==> src/rtl/pwm_duty_capture.sv <==
// PWM receiver: measures period and high time, derives duty percent and humidity band, flags stuck lines.
// Optional glitch filter on the synchronized input: define PWM_GLITCH_FILTER_EN.
module pwm_duty_capture #(
  parameter int CNT_W      = 16,
  parameter int TIMEOUT    = 50000,
  parameter int FILTER_LEN = 4
) (
  input  logic             clk,
  input  logic             rst,
  input  logic             pwm_in,
  output logic [CNT_W-1:0] period,
  output logic [CNT_W-1:0] high_time,
  output logic [6:0]       duty_pct,
  output logic [1:0]       band,
  output logic             valid,
  output logic             stuck_high,
  output logic             stuck_low,
  output logic             busy
);

  // valid is a one-cycle strobe with no back-pressure: the other outputs are stable from that cycle until the next strobe.
  localparam int DW = CNT_W + 7;
  localparam logic [1:0] ST_WAIT_RISE = 2'd0;
  localparam logic [1:0] ST_MEASURE   = 2'd1;
  localparam logic [1:0] ST_DIVIDE    = 2'd2;
  localparam logic [1:0] ST_DONE      = 2'd3;
  localparam logic [CNT_W-1:0] CNT_MAX = '1;
  localparam logic [CNT_W-1:0] TO_VAL  = CNT_W'(TIMEOUT);

  if (FILTER_LEN < 2 || FILTER_LEN > 15 || TIMEOUT < 1) begin : g_bad_params
    $error("pwm_duty_capture: FILTER_LEN or TIMEOUT out of range");
  end

  function automatic logic [1:0] band_of(input logic [6:0] d);
    if (d >= 7'd65)      band_of = 2'd0;
    else if (d >= 7'd35) band_of = 2'd1;
    else if (d >= 7'd10) band_of = 2'd2;
    else                 band_of = 2'd3;
  endfunction

  logic sync1_q, sync2_q, lvl, lvl_prev_q, rise, edge_any;

  always_ff @(posedge clk or posedge rst) begin
    if (rst) begin
      sync1_q    <= 1'b0;
      sync2_q    <= 1'b0;
      lvl_prev_q <= 1'b0;
    end else begin
      sync1_q    <= pwm_in;
      sync2_q    <= sync1_q;
      lvl_prev_q <= lvl;
    end
  end

`ifdef PWM_GLITCH_FILTER_EN
  logic       f_q, f_d;
  logic [3:0] stab_q, stab_d;

  // The level only moves once the new value has been seen FILTER_LEN cycles in a row.
  always_comb begin
    f_d    = f_q;
    stab_d = 4'd0;
    if (sync2_q != f_q) begin
      if (stab_q == 4'(FILTER_LEN - 1)) f_d = sync2_q;
      else                              stab_d = stab_q + 4'd1;
    end
  end

  always_ff @(posedge clk or posedge rst) begin
    if (rst) begin
      f_q    <= 1'b0;
      stab_q <= 4'd0;
    end else begin
      f_q    <= f_d;
      stab_q <= stab_d;
    end
  end

  assign lvl = f_q;
`else
  assign lvl = sync2_q;
`endif

  assign rise     = lvl & ~lvl_prev_q;
  assign edge_any = lvl ^ lvl_prev_q;

  logic [CNT_W-1:0] cnt_p_q, cnt_p_d, cnt_h_q, cnt_h_d, idle_q, idle_d;
  logic             to_fired_q, to_fired_d, timeout_hit;
  logic [1:0]       state_q, state_d;
  logic [CNT_W-1:0] p_q, p_d, h_q, h_d;
  logic [DW-1:0]    rem_q, rem_d, dsh_q, dsh_d;
  logic [6:0]       quo_q, quo_d;
  logic [2:0]       step_q, step_d;
  logic [CNT_W-1:0] period_q, period_d, high_q, high_d;
  logic [6:0]       duty_q, duty_d;
  logic [1:0]       band_q, band_d;
  logic             valid_q, valid_d, sh_q, sh_d, sl_q, sl_d;

  always_comb begin
    cnt_p_d = rise ? CNT_W'(1) : (cnt_p_q == CNT_MAX) ? cnt_p_q : cnt_p_q + CNT_W'(1);
    cnt_h_d = rise ? CNT_W'(1) : (lvl && cnt_h_q != CNT_MAX) ? cnt_h_q + CNT_W'(1) : cnt_h_q;
    idle_d  = edge_any ? '0 : (idle_q == TO_VAL) ? idle_q : idle_q + CNT_W'(1);
    // Deferred while the divider owns the outputs; fires once per quiet stretch.
    timeout_hit = (idle_q == TO_VAL) && !to_fired_q && !edge_any &&
                  (state_q != ST_DIVIDE) && (state_q != ST_DONE);
    to_fired_d  = edge_any ? 1'b0 : (timeout_hit | to_fired_q);
  end

  always_comb begin
    state_d  = state_q;
    p_d      = p_q;
    h_d      = h_q;
    rem_d    = rem_q;
    dsh_d    = dsh_q;
    quo_d    = quo_q;
    step_d   = step_q;
    period_d = period_q;
    high_d   = high_q;
    duty_d   = duty_q;
    band_d   = band_q;
    valid_d  = 1'b0;
    sh_d     = sh_q;
    sl_d     = sl_q;
    case (state_q)
      ST_WAIT_RISE: if (rise) state_d = ST_MEASURE;
      ST_MEASURE: begin
        if (rise && cnt_p_q >= CNT_W'(2)) begin
          p_d     = cnt_p_q;
          h_d     = cnt_h_q;
          rem_d   = DW'(cnt_h_q) * DW'(100);
          dsh_d   = {1'b0, cnt_p_q, 6'd0};
          quo_d   = 7'd0;
          step_d  = 3'd0;
          state_d = ST_DIVIDE;
        end
      end
      ST_DIVIDE: begin
        // Restoring division: one quotient bit per cycle, divisor walks from P<<6 down to P.
        if (rem_q >= dsh_q) begin
          rem_d = rem_q - dsh_q;
          quo_d = {quo_q[5:0], 1'b1};
        end else begin
          quo_d = {quo_q[5:0], 1'b0};
        end
        dsh_d  = dsh_q >> 1;
        step_d = step_q + 3'd1;
        if (step_q == 3'd6) begin
          state_d  = ST_DONE;
          period_d = p_q;
          high_d   = h_q;
          duty_d   = quo_d;
          band_d   = band_of(quo_d);
          valid_d  = 1'b1;
          sh_d     = 1'b0;
          sl_d     = 1'b0;
        end
      end
      default: state_d = ST_MEASURE;
    endcase
    if (timeout_hit) begin
      state_d  = ST_WAIT_RISE;
      period_d = '0;
      high_d   = '0;
      valid_d  = 1'b1;
      sh_d     = lvl;
      sl_d     = ~lvl;
      duty_d   = lvl ? 7'd100 : 7'd0;
      band_d   = lvl ? 2'd0 : 2'd3;
    end
  end

  always_ff @(posedge clk or posedge rst) begin
    if (rst) begin
      cnt_p_q    <= '0;
      cnt_h_q    <= '0;
      idle_q     <= '0;
      to_fired_q <= 1'b0;
      state_q    <= ST_WAIT_RISE;
      p_q        <= '0;
      h_q        <= '0;
      rem_q      <= '0;
      dsh_q      <= '0;
      quo_q      <= '0;
      step_q     <= '0;
      period_q   <= '0;
      high_q     <= '0;
      duty_q     <= '0;
      band_q     <= '0;
      valid_q    <= 1'b0;
      sh_q       <= 1'b0;
      sl_q       <= 1'b0;
    end else begin
      cnt_p_q    <= cnt_p_d;
      cnt_h_q    <= cnt_h_d;
      idle_q     <= idle_d;
      to_fired_q <= to_fired_d;
      state_q    <= state_d;
      p_q        <= p_d;
      h_q        <= h_d;
      rem_q      <= rem_d;
      dsh_q      <= dsh_d;
      quo_q      <= quo_d;
      step_q     <= step_d;
      period_q   <= period_d;
      high_q     <= high_d;
      duty_q     <= duty_d;
      band_q     <= band_d;
      valid_q    <= valid_d;
      sh_q       <= sh_d;
      sl_q       <= sl_d;
    end
  end

  assign period     = period_q;
  assign high_time  = high_q;
  assign duty_pct   = duty_q;
  assign band       = band_q;
  assign valid      = valid_q;
  assign stuck_high = sh_q;
  assign stuck_low  = sl_q;
  assign busy       = (state_q == ST_DIVIDE);

endmodule

==> config.mk <==
export PLATFORM = sky130hd
export DESIGN_NAME = pwm_duty_capture
export DESIGN_NICKNAME = d
export VERILOG_FILES = /design/src/rtl/pwm_duty_capture.sv
export SDC_FILE = /design/constraint.sdc
export NUM_CORES = 1
export LEC_CHECK = 0
export ABC_AREA = 1
export CORE_ASPECT_RATIO = 1.5
export CORE_MARGIN = 4
export CORE_UTILIZATION = 65
export CTS_BUF_LIST = sky130_fd_sc_hd__clkbuf_2
export CTS_CLUSTER_SIZE = 25
export DETAILED_ROUTE_END_ITERATION = 10
export PLACE_DENSITY = 0.85
export SETUP_SLACK_MARGIN = 0.4
export SLEW_MARGIN = 20
export SYNTH_ARGS = -nofsm -noshare
export SYNTH_HDL_FRONTEND = slang
export SYNTH_SLANG_ARGS = --single-unit
==> constraint.sdc <==
create_clock -name clk -period 16 [get_ports clk]
set_clock_uncertainty 0.1 [all_clocks]
set_input_delay 2.4 -clock clk [delete_from_list [all_inputs] [get_ports clk]]
set_output_delay 2.4 -clock clk [all_outputs]
set_load 0.005 [all_outputs]
# After elaboration in Yosys (flattened, before gate mapping)
# Cells that the tools add are included.
dict set report word_totals {
  regBits 185
  input_bits 3
}
dict set report op_classes {
  add_sub_neg 5
  n_mul 1
  order_cmp 5
  eq_ne 15
  n_mux 47
  bitwise 5
  reduce_logical 18
}
# operator count
set ops {}
lappend ops {{$mux W16} 12}
lappend ops {{$pmux W23 S2} 2}
lappend ops {{$mux W23} 3}
lappend ops {{$add A16 B1 Y16 const B} 3}
lappend ops {{$mux W7} 5}
lappend ops {{$eq A16 B16 Y1 const B} 2}
lappend ops {{$ge A23 B23 Y1} 1}
lappend ops {{$sub A23 B23 Y23} 1}
lappend ops {{$mul A16 B5 Y21 const B} 1}
lappend ops {{$mux W2} 10}
lappend ops {{$ge A16 B2 Y1 const B} 1}
lappend ops {{$ne A16 B16 Y1 const B} 1}
lappend ops {{$pmux W6 S2} 1}
lappend ops {{$mux W1} 10}
lappend ops {{$ne A2 B2 Y1 const B} 5}
lappend ops {{$reduce_bool A2 Y1} 4}
lappend ops {{$ge A7 B4 Y1 const B} 1}
lappend ops {{$ge A7 B6 Y1 const B} 1}
lappend ops {{$ge A7 B7 Y1 const B} 1}
lappend ops {{$logic_and A1 B1 Y1} 6}
lappend ops {{$mux W6} 1}
lappend ops {{$ne A3 B3 Y1 const B} 2}
lappend ops {{$pmux W2 S3} 1}
lappend ops {{$pmux W3 S2} 1}
lappend ops {{15 further kinds} 20}

# Logic depth before layout (Yosys ltp)
dict set report logic_depth {
  word_depth 10
  mapped_depth 18
  mapped_depth_nobuf 18
}

# Worst setup path after synthesis
# OpenSTA, ideal clock, no wires.
dict set report synth_timing {
  path_kind {reg-to-output}
  start {reg state_q[0]}
  end {out busy}
  arrival_time_ps 692
  required_ps 13500
  setup_slack_ps 12808
  stages_incl_launch_ff 3
  n_path_buf 0
  path_cell_list {dfrtp_1 -> inv_1 -> ha_1}
}
dict set report synth_between {
  elab_chain_cells 1
}
# element line_no
set synth_lines {}
lappend synth_lines {{from (decl)} 89} ;# logic [1:0] state_q, state_d;
lappend synth_lines {{from (signal assigned)} 197} ;# state_q <= state_d;
lappend synth_lines {{$eq A2 B2 Y1} 221} ;# assign busy = (state_q == ST_DIVIDE);
lappend synth_lines {{to (decl)} 18} ;# output logic busy
# Every way passes these cells.

# Final worst setup path
# Ends and elaborated chain as after synthesis.

==> flow_summary_export.csv <==
group,metric,value,unit
clocking,ctsRootBufferMaster,"clkbuf_2",
finish,final_cell_mix,"nand2_1, dfrtp_1, inv_1",
global_route,antenna_found_initial,1,
placed_design,numPortBuffers,47,
setup_path,critPathMaxFanout,7,
floorplan,start_util,66.3,%
setup_path,crit_chain,"inv_1 -> ha_1 -> clkdlybuf4s50_1",
routing,drtPass1Iterations,8,
floorplan,die-area,19400,um^2
finish,nets,1584,
routing,dr.first_iter.drc_count,766,
synth,ys_seq_elements,184,
clocking,clk_pin_slew,260,ps
worst_hold_path,hold_path_depth,0,
synth,syn_inst,1449,
synth,yosys.area.top_type_share,41.2,%
routing,wl_met2,12900,um
setup_path,r2r_setup_slack,12310,ps
finish,drive_gt1_share,5.08,%
setup_path,worst_path_largest_cell_delay,510,ps
clocking,clock_path_buffers,2,
finish,syn_to_final_growth,7.72,%
sta,slew-limit-headroom,34.0,%
sta,fin_crit_sh,28.4,%
floorplan,dieWidth,115,um
clocking,cts-htree-levels,4,
setup_path,crit_path_end_kind,"output pin",
flow_run,drv_cap,0,
finish,multiInputGateArea,5660,um^2
routing,m1WireLength,10700,um
synth,async_flop_share,100,%
worst_hold_path,min_to,"lvl$_DFF_PP0_",
global_route,grt_pass1_vias,9230,
sta,rsz0062_at_grt,"no",
routing,ant_nets,0,
global_route,grt_pass1_wl,42900,um
floorplan,core_area,16800,um^2
pwr,irDropWorstVdd,0.130,mV
synth,ys_types,46,
clocking,clock_sinks,184,
clocking,cts_resized,0,
setup_path,crit_required,13500,ps
routing,remaining_drc_errors,0,
floorplan,die_h,169,um
sta,period_needed,4550,ps
clocking,postCtsSetupBuffers,0,
synth,synth_ff_type,"dfrtp_1",
clocking,cts_hold_buf,0,
synth,synth_area,11200,um^2
routing,wl_per_cell,15.0,um
clocking,numCtsBuffers,17,
synth,synth_largest_area_cell,"dfrtp_1",
synth,ys_seq_area_share,41.2,%
finish,layout_commonest_cell,"nand2_1",
run_status,status,"finished, final reports clean",
synth,avgSynthCellArea,7.70,um^2
setup_path,rr_endpoint,"dsh_q[17]$_DFFE_PP0P_",
pwr,powerDensity,132,nW/um^2
sta,setup_viol,0,
setup_path,worst_path_dominant_cell_family,"buffers and inverters",
synth,synth_edf_count,0,
floorplan,rows,58,
placed_design,dp_hpwl,19100,um
global_route,grt_max_degree,114,
global_route,track_usage,27.5,%
finish,fillers,1375,
sta,finalHoldViolations,0,
sta,fin_tns_setup,0,ps
synth,ys.warnings.count,0,
sta,final_max_slew_viol_count,0,
sta,fmax,220,MHz
routing,met3_length,1120,um
setup_path,r2r-start,"state_q[0]$_DFFE_PP0P_",
setup_path,slowest_stage,"dfrtp_1",
clocking,insertion_delay,790,ps
worst_hold_path,hp-class,"register to register",
placed_design,post_dp_cell_area,11800,um^2
global_route,overflow,0,
worst_hold_path,holdCritStartpoint,"sync1_q$_DFF_PP0_",
pwr,leakagePower,6.13,nW
synth,synthesis.nets,1550,
routing,highest_layer,"met4",
routing,vias,9601,
setup_path,worstSetupPathType,"register to output pin",
synth,synth_area_leaders,"dfrtp_1, nand2_1, ha_1, inv_1, o21ai_0",
finish,regArea,4600,um^2
routing,via_per_inst,5.62,
finish,fin_area,12000,um^2
floorplan,ioPinCount,48,
setup_path,critPathArrivalTime,2050,ps
placed_design,gp_congestion,0.932,
setup_path,setup.worst_path.start_class,"register",
routing,routed_wl,25500,um
setup_path,cp_num_buf_inv,2,
setup_path,reg2reg_depth,8,
sta,tightest_slew,983,ps
clocking,cts_tree,"done",
==> per-layer routing <==
| layer | global-route usage (%) | up-vias |
|---|---|---|
| met2 | 46.8 | 267 |
| li1 | - | 4779 |
| met5 | 0 | - |
| met1 | 34.7 | 4493 |
| met3 | 4.79 | 62 |
| met4 | 10.8 | 0 |
==> logic make-up (layout without fill, tap and decap cells) <==
| group | count (synthesis) | count (layout) | share of synthesized area (%) |
|---|---|---|---|
| AND/OR/NAND/NOR | 648 | 648 | 24.3 |
| AO/OA/AOI/OAI | 278 | 278 | 13.7 |
| buffers and inverters | 231 | 278 | 8.17 |
| flip-flops | 184 | 184 | 41.2 |
| adder cells (fa/ha/maj) | 98 | 98 | 11.8 |
| XOR/XNOR | 10 | 10 | 0.784 |
| other | 0 | 1 | 0 |
==> per-stage QoR <==
step	util (%)	hold WS, ps	std cells	setup slack, ps	power, mW
floorplan	-	231	1449	8500	1.17
global placement	69.9	234	1674	11290	1.32
detailed placement	69.9	241	1674	11250	1.34
CTS	71.4	292	1706	11390	1.59
global route	71.4	305	1707	11280	1.72
finish	71.4	289	1707	11450	1.59
==> synthesized netlist by cell type, drive strengths merged (5+ instances only) <==
| library cell | count |
|---|---|
| clkbuf | 18 |
| nor3 | 20 |
| nand4 | 18 |
| a31oi | 5 |
| o22ai | 13 |
| nand2 | 439 |
| or2 | 5 |
| inv | 193 |
| nand3 | 55 |
| xor2 | 10 |
| ha | 86 |
| o21bai | 6 |
| a211oi | 5 |
| o211ai | 15 |
| dfrtp | 184 |
| fa | 12 |
| nor2 | 99 |
| nor4 | 6 |
| a21oi | 76 |
| buf | 20 |
| o21ai | 145 |
==> state kept, by name, indices dropped and copies added, names as in the netlist, 2 cells and up <==
| name | cells |
|---|---|
| cnt_p_q | 16 |
| cnt_h_q | 16 |
| duty_pct | 7 |
| step_q | 3 |
| dsh_q | 22 |
| state_q | 2 |
| high_time | 16 |
| idle_q | 16 |
| rem_q | 23 |
| band | 2 |
| p_q | 16 |
| period | 16 |
| h_q | 16 |
| quo_q | 6 |
==> power breakdown <==
part	internal (mW)	switching (mW)	leakage (nW)	total, mW
combinational	0.254	0.514	3.47	0.768
clock	0.0759	0.172	0.147	0.248
sequential	0.526	0.0471	2.51	0.573
total	0.856	0.733	6.13	1.59
==> how the worst max path moves through the flow <==
stage | cells after the start | from | to | slack [ps]
global placement | 3 | rst | p_q[5]$_DFFE_PP0P_ | 11290
finish | 3 | state_q[0]$_DFFE_PP0P_ | busy | 11450
global route | 3 | state_q[0]$_DFFE_PP0P_ | busy | 11280
floorplan | 1 | rst | band[0]$_DFFE_PP0P_ | 8500
CTS | 3 | state_q[0]$_DFFE_PP0P_ | busy | 11390
detailed placement | 3 | rst | cnt_p_q[5]$_DFFE_PP0P_ | 11250
==> area by class of cell <==
class	instances	share of cell area (%)
Timing Repair Buffer	53	4.29
Inverter	193	6.13
Sequential cell	184	38.3
Tap cell	210	2.18
Multi-Input combinational cell	1034	47.0
Clock inverter	15	1.36
Antenna cell	1	0.0208
Clock buffer	17	0.707
(Power assumes the default switching activity.)
